$ cat src/rtl/cu_pkg.sv
// Shared types and constants for the multi-cycle control unit.
//   state_t  : FSM phases an instruction walks through
//   opcode_e : the eight mapped opcodes (low three opcode bits)
//   ALU_*    : two-bit ALU operation codes
//   ctrl_t   : decoded per-instruction control word produced by cu_decode
package cu_pkg;

  typedef enum logic [2:0] {
    FETCH     = 3'd0,
    DECODE    = 3'd1,
    EXECUTE   = 3'd2,
    MEMORY    = 3'd3,
    WRITEBACK = 3'd4
  } state_t;

  typedef enum logic [2:0] {
    OP_ADD   = 3'd0,
    OP_SUB   = 3'd1,
    OP_AND   = 3'd2,
    OP_OR    = 3'd3,
    OP_ADDI  = 3'd4,
    OP_LOAD  = 3'd5,
    OP_STORE = 3'd6,
    OP_BEQ   = 3'd7
  } opcode_e;

  localparam logic [1:0] ALU_ADD = 2'b00;
  localparam logic [1:0] ALU_SUB = 2'b01;
  localparam logic [1:0] ALU_AND = 2'b10;
  localparam logic [1:0] ALU_OR  = 2'b11;

  typedef struct packed {
    logic       alusrc;
    logic [1:0] aluctrl;
    logic       is_load;
    logic       is_store;
    logic       is_branch;
    logic       writes_reg;
    logic       legal;
  } ctrl_t;

endpackage

$ cat src/rtl/cu_decode.sv
// Combinational instruction decode: latched opcode -> control word.
// Ports:
//   op   in  OPCODE_W  latched opcode (op_q of the FSM)
//   ctrl out ctrl_t    decoded controls; all-zero (legal = 0) for unmapped opcodes
module cu_decode
  import cu_pkg::*;
#(
  parameter int OPCODE_W = 4
) (
  input  logic [OPCODE_W-1:0] op,
  output ctrl_t               ctrl
);

  // Only opcodes whose upper bits are all zero are mapped; everything else
  // leaves the control word at zero, which the FSM reads as illegal.
  always_comb begin
    ctrl = '0;
    if (op[OPCODE_W-1:3] == '0) begin
      ctrl.legal = 1'b1;
      case (opcode_e'(op[2:0]))
        OP_ADD: begin
          ctrl.aluctrl    = ALU_ADD;
          ctrl.writes_reg = 1'b1;
        end
        OP_SUB: begin
          ctrl.aluctrl    = ALU_SUB;
          ctrl.writes_reg = 1'b1;
        end
        OP_AND: begin
          ctrl.aluctrl    = ALU_AND;
          ctrl.writes_reg = 1'b1;
        end
        OP_OR: begin
          ctrl.aluctrl    = ALU_OR;
          ctrl.writes_reg = 1'b1;
        end
        OP_ADDI: begin
          ctrl.alusrc     = 1'b1;
          ctrl.aluctrl    = ALU_ADD;
          ctrl.writes_reg = 1'b1;
        end
        OP_LOAD: begin
          ctrl.alusrc     = 1'b1;
          ctrl.aluctrl    = ALU_ADD;
          ctrl.is_load    = 1'b1;
          ctrl.writes_reg = 1'b1;
        end
        OP_STORE: begin
          ctrl.alusrc   = 1'b1;
          ctrl.aluctrl  = ALU_ADD;
          ctrl.is_store = 1'b1;
        end
        OP_BEQ: begin
          ctrl.aluctrl   = ALU_SUB;
          ctrl.is_branch = 1'b1;
        end
      endcase
    end
  end

endmodule

$ cat src/rtl/multicycle_cu.sv
// Multi-cycle control unit: sequences each instruction through
// FETCH / DECODE / EXECUTE / MEMORY / WRITEBACK, with a fetch handshake,
// a data-memory handshake and a retired-instruction counter.
// Ports:
//   clk, rst_n           clock, synchronous active-low reset
//   opcode, instr_valid  fetch bus; instr_ready high in FETCH
//   mem_ready            data memory completes the access
//   zero                 ALU zero flag, used by BEQ in EXECUTE
//   IRWrite, PCWrite     IR load / PC update strobes
//   Branch, ALUSrc       PC source select / ALU B operand select
//   ALUControl           ALU op (upper bits above 2 are zero)
//   MemRead, MemWrite    data memory requests
//   RegWrite             register file write strobe
//   illegal_op           one-cycle pulse in DECODE for an unmapped opcode
//   retired              wrapping count of completed legal instructions
module multicycle_cu
  import cu_pkg::*;
#(
  parameter int OPCODE_W  = 4,
  parameter int ALUCTRL_W = 2,
  parameter int CNT_W     = 16
) (
  input  logic                 clk,
  input  logic                 rst_n,
  input  logic [OPCODE_W-1:0]  opcode,
  input  logic                 instr_valid,
  output logic                 instr_ready,
  input  logic                 mem_ready,
  input  logic                 zero,
  output logic                 IRWrite,
  output logic                 PCWrite,
  output logic                 Branch,
  output logic                 ALUSrc,
  output logic [ALUCTRL_W-1:0] ALUControl,
  output logic                 MemRead,
  output logic                 MemWrite,
  output logic                 RegWrite,
  output logic                 illegal_op,
  output logic [CNT_W-1:0]     retired
);

  state_t              state;
  state_t              state_n;
  logic [OPCODE_W-1:0] op_q;
  ctrl_t               ctrl;
  logic [1:0]          alu_op;
  logic                retire;

  cu_decode #(
    .OPCODE_W(OPCODE_W)
  ) u_decode (
    .op  (op_q),
    .ctrl(ctrl)
  );

  // State register, opcode latch and retired counter. The opcode is only
  // captured on a fetch accept, so everything after FETCH decodes from op_q.
  always_ff @(posedge clk) begin
    if (!rst_n) begin
      state   <= FETCH;
      op_q    <= '0;
      retired <= '0;
    end else begin
      state <= state_n;
      if (IRWrite) begin
        op_q <= opcode;
      end
      if (retire) begin
        retired <= retired + CNT_W'(1);
      end
    end
  end

  // Next-state and strobe decode. Every strobe defaults to zero, so each
  // state only raises what it owns; retire marks the completing cycle.
  always_comb begin
    state_n     = state;
    instr_ready = 1'b0;
    IRWrite     = 1'b0;
    PCWrite     = 1'b0;
    Branch      = 1'b0;
    ALUSrc      = 1'b0;
    alu_op      = ALU_ADD;
    MemRead     = 1'b0;
    MemWrite    = 1'b0;
    RegWrite    = 1'b0;
    illegal_op  = 1'b0;
    retire      = 1'b0;
    case (state)
      FETCH: begin
        instr_ready = 1'b1;
        if (instr_valid) begin
          IRWrite = 1'b1;
          PCWrite = 1'b1;
          state_n = DECODE;
        end
      end
      DECODE: begin
        if (ctrl.legal) begin
          state_n = EXECUTE;
        end else begin
          illegal_op = 1'b1;
          state_n    = FETCH;
        end
      end
      EXECUTE: begin
        ALUSrc = ctrl.alusrc;
        alu_op = ctrl.aluctrl;
        if (ctrl.is_branch) begin
          Branch  = 1'b1;
          PCWrite = zero;
          retire  = 1'b1;
          state_n = FETCH;
        end else if (ctrl.is_load || ctrl.is_store) begin
          state_n = MEMORY;
        end else begin
          state_n = WRITEBACK;
        end
      end
      MEMORY: begin
        ALUSrc   = 1'b1;
        alu_op   = ALU_ADD;
        MemRead  = ctrl.is_load;
        MemWrite = ctrl.is_store;
        if (mem_ready) begin
          if (ctrl.is_load) begin
            state_n = WRITEBACK;
          end else begin
            retire  = 1'b1;
            state_n = FETCH;
          end
        end
      end
      WRITEBACK: begin
        RegWrite = ctrl.writes_reg;
        retire   = 1'b1;
        state_n  = FETCH;
      end
      default: begin
        state_n = FETCH;
      end
    endcase
  end

  assign ALUControl = ALUCTRL_W'(alu_op);

endmodule
$ cat config.mk
export PLATFORM = sky130hd
export DESIGN_NAME = multicycle_cu
export DESIGN_NICKNAME = d
export VERILOG_FILES = /design/src/rtl/cu_pkg.sv /design/src/rtl/cu_decode.sv /design/src/rtl/multicycle_cu.sv
export SDC_FILE = /design/constraint.sdc
export NUM_CORES = 1
export LEC_CHECK = 0
export CORE_MARGIN = 2
export CORE_UTILIZATION = 51
export DETAILED_ROUTE_END_ITERATION = 6
export GPL_TIMING_DRIVEN = 0
export PLACE_DENSITY = 0.84
export SKIP_CTS_REPAIR_TIMING = 1
export SLEW_MARGIN = 10
export SYNTH_ARGS = -nofsm -noshare
export SYNTH_HDL_FRONTEND = slang
export SYNTH_SLANG_ARGS = --single-unit
$ cat constraint.sdc
create_clock -name clk -period 2.6 [get_ports clk]
set_clock_uncertainty 0.1 [all_clocks]
set_input_delay 0.26 -clock clk [delete_from_list [all_inputs] [get_ports clk]]
set_output_delay 0.26 -clock clk [all_outputs]
set_load 0.05 [all_outputs]
* Yosys cells after proc, flatten, opt, wreduce, memory -nomap -nowiden
Cells that the tools add are included.
Cells by class: add/sub/neg operators 1, eq/ne operators 13, mux-type cells 31, reductions and logical operators 8
Operators by type and width (count):
- 1-bit two-way mux | 18
- 16-bit by 1-bit adder with 16-bit output (second input constant) | 1
- 3-bit equality test (second input constant) | 5
- 3-bit two-way mux | 5
- 3-bit by 2-bit equality test with 1-bit output (second input constant) | 4
- 3-bit case mux with 4 select lines | 1
- 8-bit two-way mux | 1
- 2-bit case mux with 4 select lines | 1
- 3-bit by 1-bit equality test with 1-bit output (second input constant) | 2
- 3-bit logical NOT | 2
- 6-bit OR reduction | 1
- 2-bit two-way mux | 2
- 2-bit != test (second input constant) | 2
- 1-bit case mux with 2 select lines | 2
- 4-bit OR reduction | 1
- 1-bit case mux with 3 select lines | 1
- 3-bit OR reduction | 1
- 2-bit AND reduction | 1
- 2-bit OR reduction | 1
- 1-bit logical OR | 1
Word-level totals: bits in registers 23, input bits 9, output and inout port bits 27, logic and storage cells 56

* Longest topological paths before layout
depth after elaboration 8, gate-level depth with buffers 7, depth with buffers taken out 6

* Hierarchy
A second synthesis with hierarchy kept.
Second synthesis, totals: cells, all modules 146, area, all modules 1239.9 um^2
Modules (own cells, without submodules):
- multicycle_cu | times used 1, cells each 135, area each 1159.9 um^2
- cu_decode | times used 1, cells each 11, area each 80.1 um^2

* Least setup slack after synthesis
Ideal clock, no wire load.
kind register -> output, start register state[0], end output port PCWrite, arrival 2.898 ns, data required time 2.240 ns, slack -0.658 ns, stages on the path, launching flop included 6, buffers on the path 2, cells stage by stage dfxtp_1 > buf_2 > nor3_1 > and2_1 > clkbuf_1 > a21o_1
On the way: longest elaborated chain between the ends 2, elaborated cells on any way between the ends 3, classes of those cells eq/ne (1); mux (1); reduce/logical (1)
Ends and longest elaborated chain:
- start: declaration | line multicycle_cu.sv:42 | state_t state;
- start signal: assignment | line multicycle_cu.sv:64 | state <= state_n;
- 3-bit by 2-bit equality test with 1-bit output / 3-bit logical NOT (equally long branches) | line multicycle_cu.sv:89 | case (state)
- 1-bit case mux with 2 select lines * | line multicycle_cu.sv:89
- end: declaration | line multicycle_cu.sv:31 | output logic PCWrite,
Every way passes the cells marked *; elsewhere a longest branch is shown, timed or not.

* Final worst setup path
start register state[0], end output port MemWrite
On the way: longest elaborated chain between the ends 2
Ends and longest elaborated chain:
- 3-bit by 2-bit equality test with 1-bit output | line multicycle_cu.sv:89
- 1-bit two-way mux | line multicycle_cu.sv:89
- end: declaration | line multicycle_cu.sv:36 | output logic MemWrite,
No other way between the ends.

==> run_results.csv <==
group,metric,value,unit
finish,fillCellCount,199,
synthesis,synth-main-ff-cell,"sky130_fd_sc_hd__dfxtp_1",
place,dp_hpwl,2300,µm
place,portBuffers,35,
synthesis,synth_enable_flop_cells,0,
synthesis,yosys.cell_count.top_type,"sky130_fd_sc_hd__dfxtp_1",
run,drv.max_cap_violation_count,0,
worst_setup_path,cp_max_fo,10,
drt,drtAntennaViolNets,0,
drt,wirelength,3060,µm
synthesis,post_synth.cell_area_avg,9.06,µm²
global_routing,grt.total_usage,0.232,
global_routing,global_route_wire_length_before_repair,5000,µm
timing,finalHoldViolations,0,
power,share_clk_of_total_power,0.250,
status,status,"complete, no violations",
timing,period_utilisation_layout,0.933,
synthesis,syn-cell-area,1310,µm²
power,power-per-cell-area,384,nW/µm²
power,switching_share,0.297,
floorplanning,dieArea,3000,µm²
timing,hold-worst-slack,381,ps
floorplanning,die_w,54.8,µm
hold_path,hp-class,"reg2reg",
floorplanning,floorplan.die.height,54.8,µm
clocking,clk_tree_root_cell,"sky130_fd_sc_hd__clkbuf_4",
floorplanning,initial_core_util,0.535,
worst_setup_path,crit_path_end_kind,"output port",
floorplanning,core,2450,µm²
power,seqPwrFrac,0.543,
power,peakVddDrop,0.400,mV
worst_setup_path,worst_endpoint_data_arrival_time,2070,ps
finish,post_route_cells_drive_above_1_share,0.0978,
synthesis,netlist-cell-type-count,42,
clocking,clk_latency,320,ps
finish,synthToLayoutAreaGrowth,34.7,%
global_routing,grt_max_degree,13,
synthesis,async_flop_share,0,
global_routing,antenna_violations_before_repair,0,
timing,rsz0062_at_grt,"no",
timing,tightest_slew,521,ps
drt,avgViaCountPerCell,5.57,
timing,timing.max_slew.rel_slack,0.652,
drt,drtIter0Drc,22,
worst_setup_path,setup.worst_path.class,"reg2out",
clocking,tritoncts_sink_count,23,
place,placed_area,1730,µm²
clocking,clk_path_buf_depth,2,
timing,fmaxAchievable,412,MHz
worst_setup_path,worst_ep_required_time,2240,ps
drt,drc_markers,0,
drt,avgRoutedWirePerCell,14.3,µm
synthesis,synth_top_area_share,0.350,
worst_setup_path,cp-start-kind,"flip-flop",
finish,antenna-diode-count,0,
clocking,cts.clk_slew.worst_paths,130,ps
clocking,cts-buffers-inserted,3,
synthesis,ys_top_cells_by_area,"sky130_fd_sc_hd__dfxtp_1 (35%), sky130_fd_sc_hd__xnor2_1 (7.3%), sky130_fd_sc_hd__and2_1 (6.7%)",
finish,fin_area,1770,µm²
power,internal_power,0.000477,W
power,netSwitchingPower,0.000202,W
clocking,htreeDepth,1,
synthesis,synth_area_leader_cell,"sky130_fd_sc_hd__dfxtp_1",
timing,final_max_slew_viol_count,0,
global_routing,vias_in_the_first_global_route,1109,
power,leakage_dissipation,0.761,nW
clocking,tritoncts_clock_tree,"built",
floorplanning,rows,18,
synthesis,ys.warnings.count,0,
finish,design.final.nets,195,
global_routing,grt_overflow,0,
drt,drt-pass1-iter-count,4,
timing,report.final.setup_viol,0,
timing,timing.final.crit_period,2430,ps
power,comb_power_share,0.208,
place,globalplace.congestion,0.771,
floorplanning,top_level_pins,36,
synthesis,gate_count_of_the_mapped_netlist,145,
synthesis,post_syn_nets,155,
synthesis,post_synth_most_frequent_cells,"sky130_fd_sc_hd__dfxtp_1 (23), sky130_fd_sc_hd__and2_1 (14), sky130_fd_sc_hd__nor2_1 (11), sky130_fd_sc_hd__xnor2_1 (11), sky130_fd_sc_hd__nand2_1 (8)",
finish,layout.core_utilization,0.721,
synthesis,postSynthRegisterBits,23,
drt,num_vias,1192,
synthesis,synth_seq_area_share,0.350,
## logic make-up after synthesis
family,share of synthesized area
and+or+nand+nor,0.310
AOI/OAI and AO/OA,0.170
DFF,0.350
xor gates and xnor gates,0.0800
buffers and inverters,0.0352
muxes,0.0457
adders and majority gates,0.00952
## power groups by stage
stage	Sequential, W	Combinational, W	Clock, W
floorplan	0.000377	0.0000983	0
global placement	0.000376	0.000140	0
detailed placement	0.000376	0.000143	0
CTS	0.000369	0.000144	0.000173
global route	0.000370	0.000154	0.000182
finish	0.000369	0.000141	0.000170
## sequential cells by signal, indices dropped and copies added, names as in the netlist
signal	count
retired	16
op_q	4
state	3
## per-layer routing
metal | GRT usage | part of all wire
met1 | 0.308 | 0.47
met2 | 0.359 | 0.48
met3 | 0.0437 | 0.035
met4 | 0.104 | 0.011
met5 | 0 | 0
## cells in the final DEF (no fill, tap or decap), types with 2 or more instances in the layout
cell type                         count
sky130_fd_sc_hd__nor2_1              11
sky130_fd_sc_hd__nand2_1              8
sky130_fd_sc_hd__o21ai_1              5
sky130_fd_sc_hd__a21boi_1             2
sky130_fd_sc_hd__o211ai_1             2
sky130_fd_sc_hd__dlymetal6s2s_1       9
sky130_fd_sc_hd__clkbuf_1             4
sky130_fd_sc_hd__inv_1                4
sky130_fd_sc_hd__clkbuf_4             3
sky130_fd_sc_hd__nor2b_1              6
sky130_fd_sc_hd__mux2i_1              6
sky130_fd_sc_hd__buf_2                4
sky130_fd_sc_hd__and3_1               3
sky130_fd_sc_hd__xnor2_1             11
sky130_fd_sc_hd__dfxtp_1             23
sky130_fd_sc_hd__clkdlybuf4s50_1     25
sky130_fd_sc_hd__and2_1              14
sky130_fd_sc_hd__nand2b_1             2
sky130_fd_sc_hd__o21ai_0              3
sky130_fd_sc_hd__o2111ai_1            5
sky130_fd_sc_hd__a21oi_1              4
sky130_fd_sc_hd__nand4_1              4
sky130_fd_sc_hd__or3_1                2
## critical path: stages, from the launching register on
cell,delay (ps)
sky130_fd_sc_hd__dfxtp_1,360
sky130_fd_sc_hd__buf_2,250
sky130_fd_sc_hd__inv_1,120
sky130_fd_sc_hd__nor2_1,180
sky130_fd_sc_hd__nand2_1,110
sky130_fd_sc_hd__nor4bb_2,280
sky130_fd_sc_hd__dlymetal6s2s_1,450
## cell type report
cell class	count	area, µm²	area share
sequential	23	460	0.260
clock buffer	4	26.3	0.0149
buffer	7	31.3	0.0177
timing repair buffer	35	368	0.208
multi-input combinational	111	831	0.470
tap	30	37.5	0.0212
inverter	4	15.0	0.00849
## final timing paths
check | startpoint | end | slack (ps) | depth (start not counted)
setup / recovery | state[0]$_SDFFE_PN0P_ | MemWrite | 170 | 6
hold / removal | retired[15]$_SDFFE_PN0P_ | retired[15]$_SDFFE_PN0P_ | 380 | 2
setup reg to reg | state[1]$_SDFFE_PN0P_ | retired[6]$_SDFFE_PN0P_ | 560 | 6
hold reg to reg | retired[15]$_SDFFE_PN0P_ | retired[15]$_SDFFE_PN0P_ | 380 | 2
## per-stage QoR
stage | cells | TNS [ps] | setup WS (ps) | total power [W]
floorplan | 145 | -14.2 | -14.2 | 0.000475
global placement | 210 | 0 | 108 | 0.000516
detailed placement | 210 | 0 | 58.5 | 0.000520
CTS | 214 | -1140 | -305 | 0.000685
global route | 214 | 0 | 32.2 | 0.000706
finish | 214 | 0 | 175 | 0.000679
No activity file was read; power rests on OpenSTA's default activity.
